$ cat config.mk
export PLATFORM = sky130hd
export DESIGN_NAME = inst_fetch_stage_flat
export DESIGN_NICKNAME = d
export VERILOG_FILES = /design/src/rtl/fetch_pkg.sv /design/src/rtl/inst_fetch_stage_if.sv /design/src/rtl/sync_fifo.sv /design/src/rtl/inst_fetch_stage.sv /design/src/flat_wrapper.sv
export SDC_FILE = /design/constraint.sdc
export NUM_CORES = 1
export LEC_CHECK = 0
export CAP_MARGIN = 20
export CORE_ASPECT_RATIO = 0.6
export CORE_MARGIN = 10
export CORE_UTILIZATION = 35
export CTS_CLUSTER_SIZE = 40
export DETAILED_ROUTE_END_ITERATION = 16
export HOLD_SLACK_MARGIN = 0.08
export REMOVE_ABC_BUFFERS = 1
export SYNTH_ARGS = -nofsm -noshare
export SYNTH_HDL_FRONTEND = slang
export SYNTH_HIERARCHICAL = 1
export SYNTH_SLANG_ARGS = --single-unit
$ cat constraint.sdc
create_clock -name clk -period 4.1 [get_ports clk]
set_input_delay 0.82 -clock clk [delete_from_list [all_inputs] [get_ports clk]]
set_output_delay 0.82 -clock clk [all_outputs]
set_load 0.01 [all_outputs]
$ cat src/rtl/fetch_pkg.sv
// Shared types and constants for the instruction fetch stage.
// Provides the queue entry layout, instruction width and the NOP filler.
package fetch_pkg;

    localparam int          INST_BYTES = 4;
    localparam logic [31:0] NOP_INST   = 32'h0000_0013;

    typedef struct packed {
        logic [31:0] pc;
        logic [31:0] inst;
    } fetch_entry_t;

    // Fetch addresses are word aligned; drop the byte offset.
    function automatic logic [31:0] align_pc(input logic [31:0] pc);
        return {pc[31:2], 2'b00};
    endfunction

endpackage

$ cat src/rtl/inst_fetch_stage_if.sv
// Handshake bundles for the fetch stage.
// fetch_imem_if: req/addr out, gnt/rvalid/rdata in (master = fetch side).
// fetch_id_if:   valid/pc/inst out, ready in (master = fetch side).
interface fetch_imem_if;
    logic        req;
    logic [31:0] addr;
    logic        gnt;
    logic        rvalid;
    logic [31:0] rdata;

    modport master (output req, output addr,
                    input gnt, input rvalid, input rdata);
    modport slave  (input req, input addr,
                    output gnt, output rvalid, output rdata);
endinterface

interface fetch_id_if;
    logic        valid;
    logic        ready;
    logic [31:0] pc;
    logic [31:0] inst;

    modport master (output valid, output pc, output inst,
                    input ready);
    modport slave  (input valid, input pc, input inst,
                    output ready);
endinterface

$ cat src/rtl/sync_fifo.sv
// Synchronous FIFO with occupancy count and synchronous clear.
// Ports: clk, rst, clr, push/wdata, pop/rdata (head), empty, full, count.
module sync_fifo #(
    parameter int WIDTH = 32,
    parameter int DEPTH = 4,
    localparam int AW = (DEPTH > 1) ? $clog2(DEPTH) : 1,
    localparam int CW = $clog2(DEPTH + 1)
) (
    input  logic             clk,
    input  logic             rst,
    input  logic             clr,
    input  logic             push,
    input  logic [WIDTH-1:0] wdata,
    input  logic             pop,
    output logic [WIDTH-1:0] rdata,
    output logic             empty,
    output logic             full,
    output logic [CW-1:0]    count
);

    logic [WIDTH-1:0] mem_q [DEPTH];
    logic [WIDTH-1:0] mem_d [DEPTH];
    logic [AW-1:0]    wr_ptr_q, wr_ptr_d;
    logic [AW-1:0]    rd_ptr_q, rd_ptr_d;
    logic [CW-1:0]    cnt_q, cnt_d;
    logic             do_push, do_pop;

    function automatic logic [AW-1:0] ptr_inc(input logic [AW-1:0] p);
        return (p == AW'(DEPTH - 1)) ? '0 : p + AW'(1);
    endfunction

    assign empty = (cnt_q == '0);
    assign full  = (cnt_q == CW'(DEPTH));
    assign count = cnt_q;
    assign rdata = mem_q[rd_ptr_q];

    // A full FIFO may still accept a push when the head leaves the same cycle.
    assign do_pop  = pop & ~empty;
    assign do_push = push & (~full | do_pop);

    always_comb begin
        mem_d    = mem_q;
        wr_ptr_d = wr_ptr_q;
        rd_ptr_d = rd_ptr_q;
        cnt_d    = cnt_q;
        if (do_push) begin
            mem_d[wr_ptr_q] = wdata;
            wr_ptr_d        = ptr_inc(wr_ptr_q);
        end
        if (do_pop) begin
            rd_ptr_d = ptr_inc(rd_ptr_q);
        end
        if (do_push & ~do_pop) begin
            cnt_d = cnt_q + CW'(1);
        end else if (~do_push & do_pop) begin
            cnt_d = cnt_q - CW'(1);
        end
        if (clr) begin
            wr_ptr_d = '0;
            rd_ptr_d = '0;
            cnt_d    = '0;
        end
    end

    always_ff @(posedge clk) begin
        if (rst) begin
            wr_ptr_q <= '0;
            rd_ptr_q <= '0;
            cnt_q    <= '0;
        end else begin
            wr_ptr_q <= wr_ptr_d;
            rd_ptr_q <= rd_ptr_d;
            cnt_q    <= cnt_d;
        end
    end

    always_ff @(posedge clk) begin
        mem_q <= mem_d;
    end

endmodule

$ cat src/rtl/inst_fetch_stage.sv
// RV32I instruction fetch: sequential PC, imem reads, in-order queue to ID.
// Ports: clk, rst, imem (req/addr/gnt/rvalid/rdata), id (valid/pc/inst/ready),
//        redirect_valid/redirect_pc from EX.
module inst_fetch_stage
    import fetch_pkg::*;
#(
    parameter logic [31:0] RESET_PC        = 32'h0000_0000,
    parameter int          QUEUE_DEPTH     = 4,
    parameter int          MAX_OUTSTANDING = 2
) (
    input  logic                clk,
    input  logic                rst,
    fetch_imem_if.master        imem,
    fetch_id_if.master          id,
    input  logic                redirect_valid,
    input  logic [31:0]         redirect_pc
);

    localparam int          OW     = $clog2(MAX_OUTSTANDING + 1);
    localparam int          QCW    = $clog2(QUEUE_DEPTH + 1);
    localparam int          TCW    = $clog2(MAX_OUTSTANDING + 1);
    localparam int          EW     = $bits(fetch_entry_t);
    localparam logic [31:0] MAX_OW = 32'(MAX_OUTSTANDING);
    localparam logic [31:0] QD_W   = 32'(QUEUE_DEPTH);

    logic [31:0]  pc_q, pc_d;
    logic [OW-1:0] out_q, out_d;
    logic [OW-1:0] drop_q, drop_d;

    logic         req;
    logic         gnt_fire;
    logic         rsp;
    logic         keep;
    logic [31:0]  credit;

    logic         q_push, q_pop, q_empty, q_full;
    logic [QCW-1:0] q_count;
    logic [EW-1:0]  q_wdata, q_rdata;
    fetch_entry_t q_head;

    logic         tag_empty, tag_full;
    logic [TCW-1:0] tag_count;
    logic [31:0]  tag_pc;

    // Every granted read must own a queue slot when its data returns.
    assign credit = 32'(q_count) + 32'(out_q);

    assign req = ~rst & ~redirect_valid
               & (32'(out_q) < MAX_OW)
               & (credit < QD_W);

    assign gnt_fire = req & imem.gnt;
    assign rsp      = imem.rvalid & (out_q != '0);
    assign keep     = rsp & (drop_q == '0);

    assign q_wdata = {tag_pc, imem.rdata};
    assign q_push  = keep & ~redirect_valid;
    assign q_head  = fetch_entry_t'(q_rdata);

    assign id.valid = ~q_empty & ~rst & ~redirect_valid;
    assign id.pc    = q_head.pc;
    assign id.inst  = q_empty ? NOP_INST : q_head.inst;
    assign q_pop    = id.valid & id.ready;

    assign imem.req  = req;
    assign imem.addr = pc_q;

    always_comb begin
        pc_d   = pc_q;
        out_d  = out_q;
        drop_d = drop_q;
        if (gnt_fire) begin
            pc_d = pc_q + 32'(INST_BYTES);
        end
        if (gnt_fire & ~rsp) begin
            out_d = out_q + OW'(1);
        end else if (~gnt_fire & rsp) begin
            out_d = out_q - OW'(1);
        end
        if (rsp & (drop_q != '0)) begin
            drop_d = drop_q - OW'(1);
        end
        // Everything still in flight after this edge belongs to the old path.
        if (redirect_valid) begin
            pc_d   = align_pc(redirect_pc);
            drop_d = out_d;
        end
    end

    always_ff @(posedge clk) begin
        if (rst) begin
            pc_q   <= RESET_PC;
            out_q  <= '0;
            drop_q <= '0;
        end else begin
            pc_q   <= pc_d;
            out_q  <= out_d;
            drop_q <= drop_d;
        end
    end

    sync_fifo #(
        .WIDTH (EW),
        .DEPTH (QUEUE_DEPTH)
    ) u_queue (
        .clk   (clk),
        .rst   (rst),
        .clr   (redirect_valid),
        .push  (q_push),
        .wdata (q_wdata),
        .pop   (q_pop),
        .rdata (q_rdata),
        .empty (q_empty),
        .full  (q_full),
        .count (q_count)
    );

    // PC of each live request, in grant order; dropped reads have no tag.
    sync_fifo #(
        .WIDTH (32),
        .DEPTH (MAX_OUTSTANDING)
    ) u_tags (
        .clk   (clk),
        .rst   (rst),
        .clr   (redirect_valid),
        .push  (gnt_fire),
        .wdata (pc_q),
        .pop   (keep),
        .rdata (tag_pc),
        .empty (tag_empty),
        .full  (tag_full),
        .count (tag_count)
    );

    always_ff @(posedge clk) begin
        if (!rst) begin
            a_rvalid: assert (!(imem.rvalid && out_q == '0))
                else $error("rvalid with no outstanding read");
            a_tag_pop: assert (!(keep && tag_empty))
                else $error("response without pc tag");
            a_tag_push: assert (!(gnt_fire && tag_full && !keep))
                else $error("pc tag overflow");
            a_q_push: assert (!(q_push && q_full && !q_pop))
                else $error("fetch queue overflow");
            a_books: assert (32'(tag_count) + 32'(drop_q) == 32'(out_q))
                else $error("outstanding bookkeeping mismatch");
        end
    end

endmodule

$ cat src/flat_wrapper.sv
// flat-port wrapper written by rule: the top's interface ports become plain ports
module inst_fetch_stage_flat import fetch_pkg::*;
#(
    parameter logic [31:0] RESET_PC        = 32'h0000_0000,
    parameter int          QUEUE_DEPTH     = 4,
    parameter int          MAX_OUTSTANDING = 2
)
  (clk, rst, redirect_valid, redirect_pc, imem_req, imem_addr, imem_gnt, imem_rvalid, imem_rdata, id_valid, id_pc, id_inst, id_ready);
  fetch_imem_if imem_i ();
  fetch_id_if id_i ();
  input  logic clk;
  input  logic rst;
  input  logic redirect_valid;
  input  logic [31:0] redirect_pc;
  output wire logic [$bits(imem_i.req)-1:0] imem_req;
  output wire logic [$bits(imem_i.addr)-1:0] imem_addr;
  input wire logic [$bits(imem_i.gnt)-1:0] imem_gnt;
  input wire logic [$bits(imem_i.rvalid)-1:0] imem_rvalid;
  input wire logic [$bits(imem_i.rdata)-1:0] imem_rdata;
  output wire logic [$bits(id_i.valid)-1:0] id_valid;
  output wire logic [$bits(id_i.pc)-1:0] id_pc;
  output wire logic [$bits(id_i.inst)-1:0] id_inst;
  input wire logic [$bits(id_i.ready)-1:0] id_ready;
  assign imem_req = imem_i.req;
  assign imem_addr = imem_i.addr;
  assign imem_i.gnt = imem_gnt;
  assign imem_i.rvalid = imem_rvalid;
  assign imem_i.rdata = imem_rdata;
  assign id_valid = id_i.valid;
  assign id_pc = id_i.pc;
  assign id_inst = id_i.inst;
  assign id_i.ready = id_ready;
  inst_fetch_stage #(.RESET_PC(RESET_PC), .QUEUE_DEPTH(QUEUE_DEPTH), .MAX_OUTSTANDING(MAX_OUTSTANDING)) u_core (.clk(clk), .rst(rst), .imem(imem_i), .id(id_i), .redirect_valid(redirect_valid), .redirect_pc(redirect_pc));
endmodule
==> After elaboration in Yosys (flattened, before gate mapping) <==
Cells that the tools add are included.
{ "word_totals": {"ff_bits": 367, "output_inout_bits": 98, "wordCells": 119} }
{ "op_classes": {"add_sub_neg": 13, "order_cmp": 8, "eq_ne": 4, "muxes": 27, "bitwise_logic": 39, "n_reduce_logical": 12} }
{ "ops": {"columns": ["operator", "count"], "rows": [
  ["$bwmux 256", 1],
  ["$mux 32", 7],
  ["$mux 64", 3],
  ["$bmux 64 s2", 1],
  ["$demux 64 s2", 1],
  ["$bwmux 64", 1],
  ["$add 32x3->32 const B", 1],
  ["$demux 32 s1", 1],
  ["$lt 32x3->1 const B", 1],
  ["$and 1x1->1", 21],
  ["$mux 2", 8],
  ["$not 1->1", 12],
  ["$reduce_bool 2->1", 6],
  ["$add 2x1->2 const B", 4],
  ["$eq 2x2->1 const B", 3],
  ["$ge 3x3->1 const B", 2],
  ["$mux 3", 2],
  ["$not 2->3", 2],
  ["$sub 2x1->2 const B", 3],
  ["$add 3x2->4", 1],
  ["$ge 2x2->1 const B", 2],
  ["$logic_not 2->1", 2],
  ["$not 1->2", 2],
  ["$add 3x1->3 const B", 1],
  ["other kinds (11)", 15]
]} }

==> Logic depth before layout (Yosys ltp) <==
Gate-level depths: netlist (run 1).
{ "logic_depth": {"word_depth": 12, "ltp_mapped": 12} }

==> Modules after synthesis <==
The synthesis (run 1) kept the hierarchy.
{ "by_module_without_submodules": {"columns": ["mod", "instances", "cells_each", "area_per_inst_um2", "seq_area_each_um2"], "rows": [
  ["sync_fifo at u_core.u_queue", 1, 382, 9648.0, 7827.5],
  ["sync_fifo at u_core.u_tags", 1, 125, 2517.4, 2001.9],
  ["inst_fetch_stage", 1, 291, 2327.2, 680.7]
]} }

==> Least setup slack after synthesis (run 1) <==
Ideal clock, no wire load.
{ "synth_timing": {"kind": "input-to-reg", "start": "input port imem_gnt", "end": "register u_core/u_tags/mem_q[32] (netlist name) (enable)", "setup_time_ns": 0.425, "arrival_time_ns": 3.289, "required_time_ns": 3.675, "path_slack_ns": 0.386, "cell_stages": 6, "cell_sequence": "nor4b_4 nand3_2 inv_2 buf_6 a21boi_2 nor2b_1"} }
{ "synth_via": {"elab_chain_len": 2} }
{ "synth_lines": {"columns": ["item", "line_no", "rtl"], "rows": [
  ["from (decl)", "flat_wrapper.sv:17", "input wire logic [$bits(imem_i.gnt)-1:0] imem_gnt;"],
  ["$and 1x1->1", "inst_fetch_stage.sv:52", "assign gnt_fire = req & imem.gnt;"],
  ["net u_core.gnt_fire", "inst_fetch_stage.sv:31", "logic gnt_fire;"],
  ["$and 1x1->1", "sync_fifo.sv:39", "assign do_push = push & (~full | do_pop);"],
  ["to (signal assigned)", "sync_fifo.sv:78", "mem_q <= mem_d;"],
  ["to (decl)", "sync_fifo.sv:21", "logic [WIDTH-1:0] mem_q [DEPTH];"]
]} }
The timed path passes the listed nets, and every way through them passes these cells.
A chain may end at the register's enable or synchronous reset.

==> results of run 1 <==
==> layout make-up <==
class | instances | area (sq um)
multi-input cells | 386 | 3790
fillers | 3546 | 22600
repair buffers | 187 | 1910
well taps | 531 | 664
clock inverters | 12 | 82.6
inverters | 12 | 45.0
clock buffers | 53 | 1040
flip-flops and latches | 365 | 10500
==> flip-flops by register name, summed over array words and instances, names as in the netlist, 2 cells and up <==
register,count
u_core/u_queue/mem_q,256
u_core/u_tags/mem_q,64
u_core/imem.addr,30
u_core/u_queue/count,3
u_core/drop_q,2
u_core/out_q,2
u_core/u_queue/rd_ptr_q,2
u_core/u_queue/wr_ptr_q,2
u_core/u_tags/count,2
==> worst max path at each step <==
| stage | to | slack (ns) | from |
|---|---|---|---|
| 2_1_floorplan | id_inst[0] | -0.45 | u_core/u_queue/rd_ptr_q[0] |
| 3_3_place_gp | u_core/u_queue/count[2] | 0.73 | rst |
| 3_5_place_dp | u_core/u_queue/count[2] | 0.69 | rst |
| 4_1_cts | id_inst[0] | 0.39 | u_core/u_queue/rd_ptr_q[0] |
| 5_1_grt | id_inst[0] | 0.34 | u_core/u_queue/rd_ptr_q[0] |
| 6_report | id_inst[0] | 0.50 | u_core/u_queue/rd_ptr_q[0] |
==> placed cells by master, fill, tap and decap left out, types with 8 or more instances in the layout <==
master	n
nand4_1	15
xnor2_1	13
edfxtp_1	320
clkbuf_16	39
nand3_1	14
nor2b_1	33
nand2_1	25
nor2_1	33
xor2_1	18
buf_4	16
and2_1	8
mux4_2	64
clkdlybuf4s50_1	163
mux2_1	32
a21oi_1	12
inv_1	11
clkbuf_1	13
buf_12	8
ha_1	11
a211oi_1	15
dfxtp_1	42
==> through the flow <==
step / std cells / hold WS [ns] / worst slack, ns / TNS (ns)
finish: 1546 / 0.522 / 0.503 / 0
CTS: 1546 / 0.504 / 0.391 / 0
detailed placement: 1481 / 0.492 / 0.694 / 0
global route: 1546 / 0.527 / 0.340 / 0
global placement: 1481 / 0.488 / 0.726 / 0
floorplan: 763 / 0.452 / -0.446 / -19.51
==> tightest hold or removal path, stage by stage, from the launching register on <==
cell and delay (ns):
dfxtp_1 0.32, o21ai_0 0.09, a21oi_1 0.06
==> power by group through the flow <==
stage,combinational (mW),sequential (mW),clock (mW)
finish,0.734,4.26,3.17
global route,0.804,4.28,3.44
CTS,0.750,4.27,3.27
detailed placement,0.746,4.35,0
global placement,0.736,4.34,0
floorplan,0.347,4.33,0
==> layer usage <==
| layer | global-route usage [%] | wire length (microns) | vias up |
|---|---|---|---|
| met5 | 0 | 0 | - |
| met4 | 2.45 | 338 | 0 |
| met3 | 3.49 | 2040 | 36 |
| met2 | 21.9 | 16300 | 186 |
| met1 | 18.1 | 15200 | 4016 |
| li1 | - | - | 3539 |
==> key figures, run 1 <==
Outcome
  – Status: completed

Cells and area
  – P&R area growth vs syn: 24.7%
  – Layout Utilization: between 40 and 50%
  – Ant. Diodes: 0
  – Nets: between 1000 and 1500
  – Design Area, Final: around 18000 sq um
  – Share of cells above drive strength 1: between 10% and 20%

Route
  – 1st-iter DRT viols: approximately 570
  – Router iterations before antenna repair: 5
  – Total number of vias: approximately 7800
  – Via-to-Cell Ratio: 5.03
  – Drt total wl: about 34000 microns
  – Post-route DRC: 0
  – Drt wl/cell: ~22 microns
  – Post-route ant nets: 0

STA
  – Fmax: 278 MHz
  – Slew headroom: around 31%
  – Final Skew: 0.0138 ns
  – Final Cycle Share: between 80% and 90%
  – Least-Margin Pin Slew: around 1.0 ns
  – Final Max Slew Viols: 0
  – Final Setup Violations: 0
  – Fin. Hold Viols: 0
  – Unrepaired setup endpoints after global routing: false
  – Final min period: around 3.6 ns

Clock network
  – Hold_buf cts: 0
  – Clock Latency Late Sink: ~0.53 ns
  – Sinks on Clock Net: 365
  – Post-CTS sizing: 0
  – Num CTS Buffers: 37
  – Postcts setup bufs: 0
  – Clock Tree Buf Depth: 3
  – H-tree lvl count: 2
  – Clock root buffer: clkbuf_16
  – Clk pin slew, worst setup/hold paths: around 0.06 ns
  – TritonCTS clock tree: done

Global routing
  – Largest net degree at the start of global routing: 60
  – First-pass GRT wire length: between 50000 and 60000 microns
  – GRT overflow: 0
  – Number of global-route vias before repair: just over 8000
  – GRT Util Overall: 13.5%
  – Initial antenna violation count: 0

Min path
  – End of the worst hold path: u_core/u_tags/count[1]
  – Hold crit path type: reg2reg
  – Worst Min Path Start: u_core/u_tags/count[1]
  – Hold Path Depth: 2

Power and ir drop
  – Power density over cell area: around 450 nW/um^2
  – Combinational Power Share: 9.0%
  – Leakage power: ~5.7 nW
  – Pwr Total: approximately 8 mW
  – Clk pwr share: between 30% and 40%
  – P_sw: approximately 1.8 mW
  – Sw frac: 22.0%
  – Flop pwr share: between 50% and 60%
  – Worst IR Drop VDD: roughly 0.36 mV
  – Internal Power: ~6.4 mW

Run
  – Max_cap viols: 0

Setup path
  – Worst path arrival time: 2.78 ns
  – Worst path cell trace: buf_4 -> mux4_2 -> or2_2 -> clkdlybuf4s50_1
  – R2R setup slack: roughly 1.2 ns
  – R2R Path Start: u_core/u_queue/count[1]
  – Buf/Inv on CP: 2
  – CP Capture Type: primary output
  – Largest stage delay on the critical path: 0.68 ns
  – Reg2Reg Depth: 7
  – Startpoint types: flip-flop
  – Worst Path Required: approximately 3.3 ns
  – Crit path depth: 4
  – Critical-path top delay cell: dfxtp_4
  – Kind of critical path: reg2out
  – R2R Path End: u_core/u_tags/mem_q[59]
  – CP top delay family: buffers and inverters
  – Worst Path Max Fanout: 21

Synth
  – Cell count after synthesis: around 800
  – Synth Cell Area: 14500 sq um
  – Syn Area/Cell: around 18 sq um
  – Yosys warns: 6

Floorplan
  – Ports: around 170
  – Die height: 178 microns
  – Total die area: 50200 sq um
  – Core ar.: ~40000 sq um
  – Row cnt: between 50 and 60
  – Die X: 283 microns
  – Initial Util: a little over a third

Placed design
  – RePlAce Congestion: 0.795
  – I/O Buffers: between 150 and 200
  – DP Area: between 15000 and 20000 sq um
  – Dpl hpwl: 22000 microns
No activity file was read; power rests on OpenSTA's default activity.
==> inputs of run 2 (changes only) <==
--- a/config.mk
+++ b/config.mk
@@ -13,6 +13,7 @@
 export DETAILED_ROUTE_END_ITERATION = 16
 export HOLD_SLACK_MARGIN = 0.08
 export REMOVE_ABC_BUFFERS = 1
+export SETUP_SLACK_MARGIN = 0.4
 export SYNTH_ARGS = -nofsm -noshare
 export SYNTH_HDL_FRONTEND = slang
 export SYNTH_HIERARCHICAL = 1
==> run 2 against run 1 <==
  * Clock skew about the same
  * Clock power about the same
  * Count of clock-buffer cells in the layout is the same
  * Setup slack better by 0.13 ns
  * Cell area is 0.31% higher
  * Wire length increased by 0.50%
  * Die area is the same
  * Largest cell class unchanged
  * Core utilization rose by 0.14 points
  * First-iteration DRC count grew 4.6%
  * Largest power group unchanged
  * Cell count increased by 0.13%
  * Global-route usage up 0.068 points
==> key figures, run 2 (synthesis results as in run 1) <==
Min path
  – Worst Min Path Start: u_core/u_tags/count[1] (unchanged)
  – Hold crit path type: reg2reg (unchanged)

Global routing
  – Largest net degree at the start of global routing: 60 (unchanged)
  – First-pass GRT wire length: 51400 microns (was 51300 microns)
  – GRT Util Overall: 13.5% (about the same)
  – GRT overflow: 0 (unchanged)
  – Number of global-route vias before repair: 8086 (was 8091)
  – Initial antenna violation count: 0 (unchanged)

STA
  – Final min period: 3.47 ns (was 3.60 ns)
  – Final Cycle Share: 84.6% (was 87.7%)
  – Fin. Hold Viols: 0 (unchanged)
  – Final Skew: 0.0141 ns (was 0.0138 ns)
  – Setup TNS: 0 ns (unchanged)
  – Unrepaired setup endpoints after global routing: false (unchanged)
  – Final Max Slew Viols: 0 (unchanged)
  – Slew headroom: 35.2% (was 31.2%)
  – Least-Margin Pin Slew: 0.971 ns (was 1.03 ns)
  – Final Setup Violations: 0 (unchanged)
  – Fmax: 288 MHz (was 278 MHz)

Route
  – Drt total wl: 34000 microns (was 33800 microns)
  – Drt wl/cell: 21.9 microns (about the same)
  – Total number of vias: 7761 (was 7777)
  – Post-route ant nets: 0 (unchanged)
  – 1st-iter DRT viols: 595 (was 569)
  – Router iterations before antenna repair: 5 (unchanged)
  – Via-to-Cell Ratio: 5.01 (was 5.03)
  – Post-route DRC: 0 (unchanged)

Clock network
  – TritonCTS clock tree: done (unchanged)
  – Clock Tree Buf Depth: 3 (unchanged)
  – Hold_buf cts: 0 (unchanged)
  – Num CTS Buffers: 37 (unchanged)
  – H-tree lvl count: 2 (unchanged)
  – Clock root buffer: clkbuf_16 (unchanged)
  – Sinks on Clock Net: 365 (unchanged)
  – Clock Latency Late Sink: 0.53 ns (about the same)
  – Clk pin slew, worst setup/hold paths: 0.06 ns (about the same)
  – Post-CTS sizing: 0 (unchanged)

Cells and area
  – Layout Utilization: 44.5% (was 44.4%)
  – Share of cells above drive strength 1: 16.6% (was 16.5%)
  – Fill cells: 3542 (was 3546)
  – Max reg flops: 256 (unchanged)
  – Ant. Diodes: 0 (unchanged)
  – Nets: 1073 (was 1071)
  – Most frequent cells in the layout: edfxtp_1, clkdlybuf4s50_1, mux4_2 (unchanged)
  – P&R area growth vs syn: 25.0% (was 24.7%)
  – Area of the multi-input gates: 3790 sq um (unchanged)
  – Most common cell after layout, fill and taps aside: edfxtp_1 (unchanged)
  – Seq. cell area: 10500 sq um (unchanged)
  – Top reg by flops: u_core/u_queue/mem_q (unchanged)

Floorplan
  – Ports: 168 (unchanged)
  – Die X: 283 microns (unchanged)
  – Initial Util: 35.6% (unchanged)
  – Total die area: 50200 sq um (unchanged)
  – Row cnt: 57 (unchanged)
  – Core ar.: 40700 sq um (unchanged)
  – Die height: 178 microns (unchanged)

Setup path
  – CP Capture Type: primary output (unchanged)
  – Beginning of the critical path: u_core/u_queue/rd_ptr_q[0] (unchanged)
  – Kind of critical path: reg2out (unchanged)
  – Worst path arrival time: 2.65 ns (was 2.78 ns)
  – R2R Path Start: u_core/u_queue/count[1] (unchanged)
  – Startpoint types: flip-flop (unchanged)
  – Worst Path Max Fanout: 12 (was 21)
  – R2R setup slack: 1.23 ns (was 1.22 ns)
  – Crit path to: id_inst[0] (unchanged)
  – Worst Path Required: 3.28 ns (about the same)
  – Reg2Reg Depth: 7 (unchanged)
  – R2R Path End: u_core/u_tags/mem_q[59] (unchanged)

Power and ir drop
  – Clk pwr share: 38.8% (about the same)
  – Internal Power: 6.37 mW (about the same)
  – Sw frac: 22.0% (about the same)
  – Power density over cell area: 451 nW/um^2 (was 452 nW/um^2)
  – Leakage power: 5.72 nW (was 5.70 nW)
  – Pwr Total: 8.17 mW (about the same)
  – Combinational Power Share: 9.0% (about the same)
  – Flop pwr share: 52.2% (about the same)
  – P_sw: 1.80 mW (about the same)
  – Worst IR Drop VDD: 0.363 mV (about the same)

Run
  – Max_cap viols: 0 (unchanged)

Outcome
  – Status: completed (unchanged)

Placed design
  – RePlAce Congestion: 0.795 (unchanged)
  – Dpl hpwl: 22000 microns (unchanged)
  – I/O Buffers: 163 (unchanged)
## run 2: changes by cell type in the layout (fill, tap and decap cells not counted), sizes merged
cell  before  now
buf       24   26
## run 2: power by group through the flow
stage | logic (mW) | registers, mW | clock network, mW
floorplan | 0.347 | 4.33 | 0
global placement | 0.736 | 4.34 | 0
detailed placement | 0.746 | 4.35 | 0
CTS | 0.750 | 4.27 | 3.27
global route | 0.804 | 4.28 | 3.44
finish | 0.735 | 4.26 | 3.17
## run 2: area by class of cell
class,instances,area share (%)
clock buffer,53,5.74
sequential,365,58.1
timing repair buffer,189,10.9
clock inverter,12,0.456
tap,531,3.67
multi-input combinational,386,20.9
inverter,12,0.249
## run 2: timing repair
action	4_1_cts	5_1_grt
setup endpoints to repair	1	5
cloned	0	0
setup buffers	1	1
## run 2: metal layers
metal  share of wire [%]  GRT usage [%]  vias up
li1                    -              -     3543
met4                 1.0           2.45        0
met5                   0              0        -
met1                  45           18.3     4002
met3                 5.8           3.49       39
met2                  48           21.9      177
## run 2: how the worst min path moves through the flow
stage	endpoint	slack, ns	cells after the start
final	u_core/u_tags/count[1]	0.50	2
after global routing	u_core/u_tags/count[1]	0.53	2
after CTS	u_core/u_tags/count[1]	0.50	2
after detailed placement	u_core/u_tags/count[1]	0.49	2
after global placement	u_core/u_tags/count[1]	0.49	2
after floorplan	u_core/u_tags/wr_ptr_q	0.45	2
## run 2: critical path, cell delays in order, from the launching register on
cell and delay, ns:
dfxtp_4 0.57, buf_4 0.28, mux4_2 0.51, or2_2 0.28, clkdlybuf4s50_1 0.48
## run 2: stage by stage
stage,cell area [sq um],std cells,worst slack (ns),hold WS [ns]
6_report,18100,1548,0.631,0.504
5_1_grt,18100,1548,0.515,0.527
4_1_cts,18100,1547,0.449,0.504
3_5_place_dp,16900,1481,0.694,0.492
3_3_place_gp,16900,1481,0.726,0.488
2_1_floorplan,14300,763,-0.446,0.452
==> inputs of run 3 (changes only) <==
==> constraint.sdc (replaced) <==
create_clock -name clk -period 3.3 [get_ports clk]
set_input_delay 0.66 -clock clk [delete_from_list [all_inputs] [get_ports clk]]
set_output_delay 0.66 -clock clk [all_outputs]
set_load 0.01 [all_outputs]
==> run 3 against run 2 <==
  * Combinational power increased by 22%
  * Global-route usage grew 0.41 points
  * Die area unchanged
  * Sequential cell count is the same
  * Critical path depth up 2
  * Register-to-register slack worse by 0.67 ns
  * Total power is 21% higher
  * Sequential share of layout area fell by 1.0 points
  * Cell area up 1.9%
  * Non-clock buffer count increased by 44
  * First-iteration DRC count is 24% lower
==> key figures, run 3 (synthesis results as in run 1) <==
Clock network
  – Clock Latency Late Sink: 0.53 ns (about the same)
  – Num CTS Buffers: 36 (was 37)
  – Clk pin slew, worst setup/hold paths: 0.06 ns (about the same)
  – Clock root buffer: clkbuf_16 (unchanged)
  – H-tree lvl count: 2 (unchanged)
  – Hold_buf cts: 0 (unchanged)
  – TritonCTS clock tree: done (unchanged)
  – Sinks on Clock Net: 365 (unchanged)
  – Clock Tree Buf Depth: 3 (unchanged)

Global routing
  – GR Util met2: 22.9% (was 21.9%)
  – First-pass GRT wire length: 52800 microns (was 51400 microns)
  – Top Usage Layer GRT: met2 (unchanged)
  – M1 GR Usage: 18.7% (was 18.3%)
  – GRT overflow: 0 (unchanged)
  – GRT Util Overall: 13.9% (was 13.5%)
  – Largest net degree at the start of global routing: 65 (was 60)
  – GR Layer Usage met3: 3.48% (was 3.49%)
  – Initial antenna violation count: 1 (was 0)
  – Number of global-route vias before repair: 8405 (was 8086)

STA
  – Final min period: a little under 3 ns
  – Fin. Hold Viols: 0 (unchanged)
  – Fmax: 345 MHz
  – Unrepaired setup endpoints after global routing: true (was false)
  – Final Max Slew Viols: 0 (unchanged)
  – Worst Slack Setup Final: 0.401 ns (was 0.631 ns)
  – Final Skew: 0.0132 ns (was 0.0141 ns)
  – Least-Margin Pin Slew: 1.00 ns (was 0.971 ns)
  – Final Cycle Share: 87.8%
  – Final Setup Violations: 0 (unchanged)
  – Slew headroom: 33.2% (was 35.2%)

Setup path
  – Worst path arrival time: 2.24 ns (was 2.65 ns)
  – Worst Path Max Fanout: 6 (was 12)
  – R2R Path End: u_core/u_queue/count[2] (was u_core/u_tags/mem_q[59])
  – CP Capture Type: primary output (unchanged)
  – R2R Path Start: u_core/u_queue/count[1] (unchanged)
  – Kind of critical path: reg2out (unchanged)
  – Reg2Reg Depth: 11 (was 7)
  – Startpoint types: flip-flop (unchanged)
  – R2R setup slack: 0.56 ns (was 1.23 ns)
  – Worst Path Required: 2.64 ns (was 3.28 ns)

Floorplan
  – Row cnt: 57 (unchanged)
  – Die height: 178 microns (unchanged)
  – Initial Util: 35.6% (unchanged)
  – Die X: 283 microns (unchanged)
  – Total die area: 50200 sq um (unchanged)
  – Core ar.: 40700 sq um (unchanged)
  – Ports: 168 (unchanged)

Cells and area
  – Max reg flops: 256 (unchanged)
  – Nets: 1116 (was 1073)
  – P&R area growth vs syn: 27.4% (was 25.0%)
  – Most frequent cells in the layout: edfxtp_1, clkdlybuf4s50_1, mux4_2 (unchanged)
  – Most common cell after layout, fill and taps aside: edfxtp_1 (unchanged)
  – Top reg by flops: u_core/u_queue/mem_q (unchanged)
  – Share of cells above drive strength 1: 22.0% (was 16.6%)
  – Layout Utilization: 45.4% (was 44.5%)

Route
  – Total number of vias: 7999 (was 7761)
  – Drt wl/cell: 22.2 microns (was 21.9 microns)
  – Post-route DRC: 0 (unchanged)
  – Post-route ant nets: 0 (unchanged)
  – Drt total wl: 35300 microns (was 34000 microns)
  – Via-to-Cell Ratio: 5.03 (was 5.01)
  – Router iterations before antenna repair: 5 (unchanged)
  – 1st-iter DRT viols: 451 (was 595)

Placed design
  – Dpl hpwl: 22500 microns (was 22000 microns)
  – RePlAce Congestion: 0.777 (was 0.795)
  – I/O Buffers: 163 (unchanged)
  – Worst slack, placed: 0.0683 ns (was 0.694 ns)

Power and ir drop
  – Worst IR Drop VDD: 0.328 mV (was 0.363 mV)
  – Power density over cell area: 536 nW/um^2 (was 451 nW/um^2)
  – Leakage power: 6.13 nW (was 5.72 nW)
  – Pwr Total: 9.89 mW (was 8.17 mW)

Min path
  – Hold crit path type: reg2reg (unchanged)
  – Hold Path Depth: 2 (unchanged)
  – Worst Min Path Start: u_core/u_tags/count[1] (unchanged)
  – End of the worst hold path: u_core/u_tags/count[1] (unchanged)

Outcome
  – Status: completed (unchanged)

Run
  – Max_cap viols: 0 (unchanged)
[run 3: cell types whose count changed in the layout (fill, tap and decap cells not counted), moves of 3 or more]
cell	before	now
dlygate4sd2_1	0	41
clkbuf_2	0	17
dlymetal6s2s_1	0	3
dfxtp_2	1	5
clkdlybuf4s50_1	163	98
buf_6	0	3
buf_16	2	7
dfxtp_1	42	38
clkinv_1	5	9
buf_4	16	44
buf_12	8	14
clkinv_2	5	1
[run 3: power breakdown]
group | total [mW] | internal [mW] | switching, mW
Sequential | 5.29 | 5.19 | 0.0975
Clock | 3.71 | 2.06 | 1.64
Combinational | 0.894 | 0.421 | 0.474
[run 3: metal layers]
layer | routed length [microns] | share of wire (%)
met1 | 15800 | 45
met2 | 17100 | 49
met3 | 2020 | 5.7
met4 | 293 | 0.83
met5 | 0 | 0
[run 3: worst max-delay path by stage]
stage	slack, ns	endpoint	start
floorplan	-1.09	id_inst[0]	u_core/u_queue/rd_ptr_q[0]
global route	0.33	id_inst[17]	u_core/u_queue/rd_ptr_q[0]
finish	0.40	id_inst[17]	u_core/u_queue/rd_ptr_q[0]
global placement	0.05	u_core/u_queue/count[2]	redirect_valid
detailed placement	0.07	u_core/u_queue/count[2]	redirect_valid
CTS	0.22	id_pc[15]	u_core/u_queue/rd_ptr_q[0]
[run 3: metrics by stage]
stage	hold WS, ns	area, sq um	instances	TNS, ns
after global placement	0.480	17000	1492	0
after detailed placement	0.501	17000	1492	0
after global routing	0.531	18400	1590	0
after floorplan	0.452	14300	763	-282.11
final	0.507	18400	1591	0
after CTS	0.508	18300	1578	0
[run 3: area by class of cell]
type	instances	area [sq um]
fillers	3555	22200
flip-flops and latches	365	10500
multi-input cells	386	3800
repair buffers	233	2370
clock buffers	48	967
well taps	531	664
clock inverters	15	75.1
inverters	12	45.0
diodes	1	2.50
[run 3: what timing repair did]
item / CTS / global route
endpoints found under the setup margin: 65 / 30
pin swaps: 0 / 1
resized for setup: 78 / 46
setup buffers: 20 / 10
cloned: 3 / 1
[run 3: critical path: stages, from the launching register on]
cell	delay, ns
dfxtp_4	0.41
buf_4	0.14
buf_12	0.12
buf_16	0.13
mux4_2	0.49
nor2b_1	0.13
dlygate4sd2_1	0.29
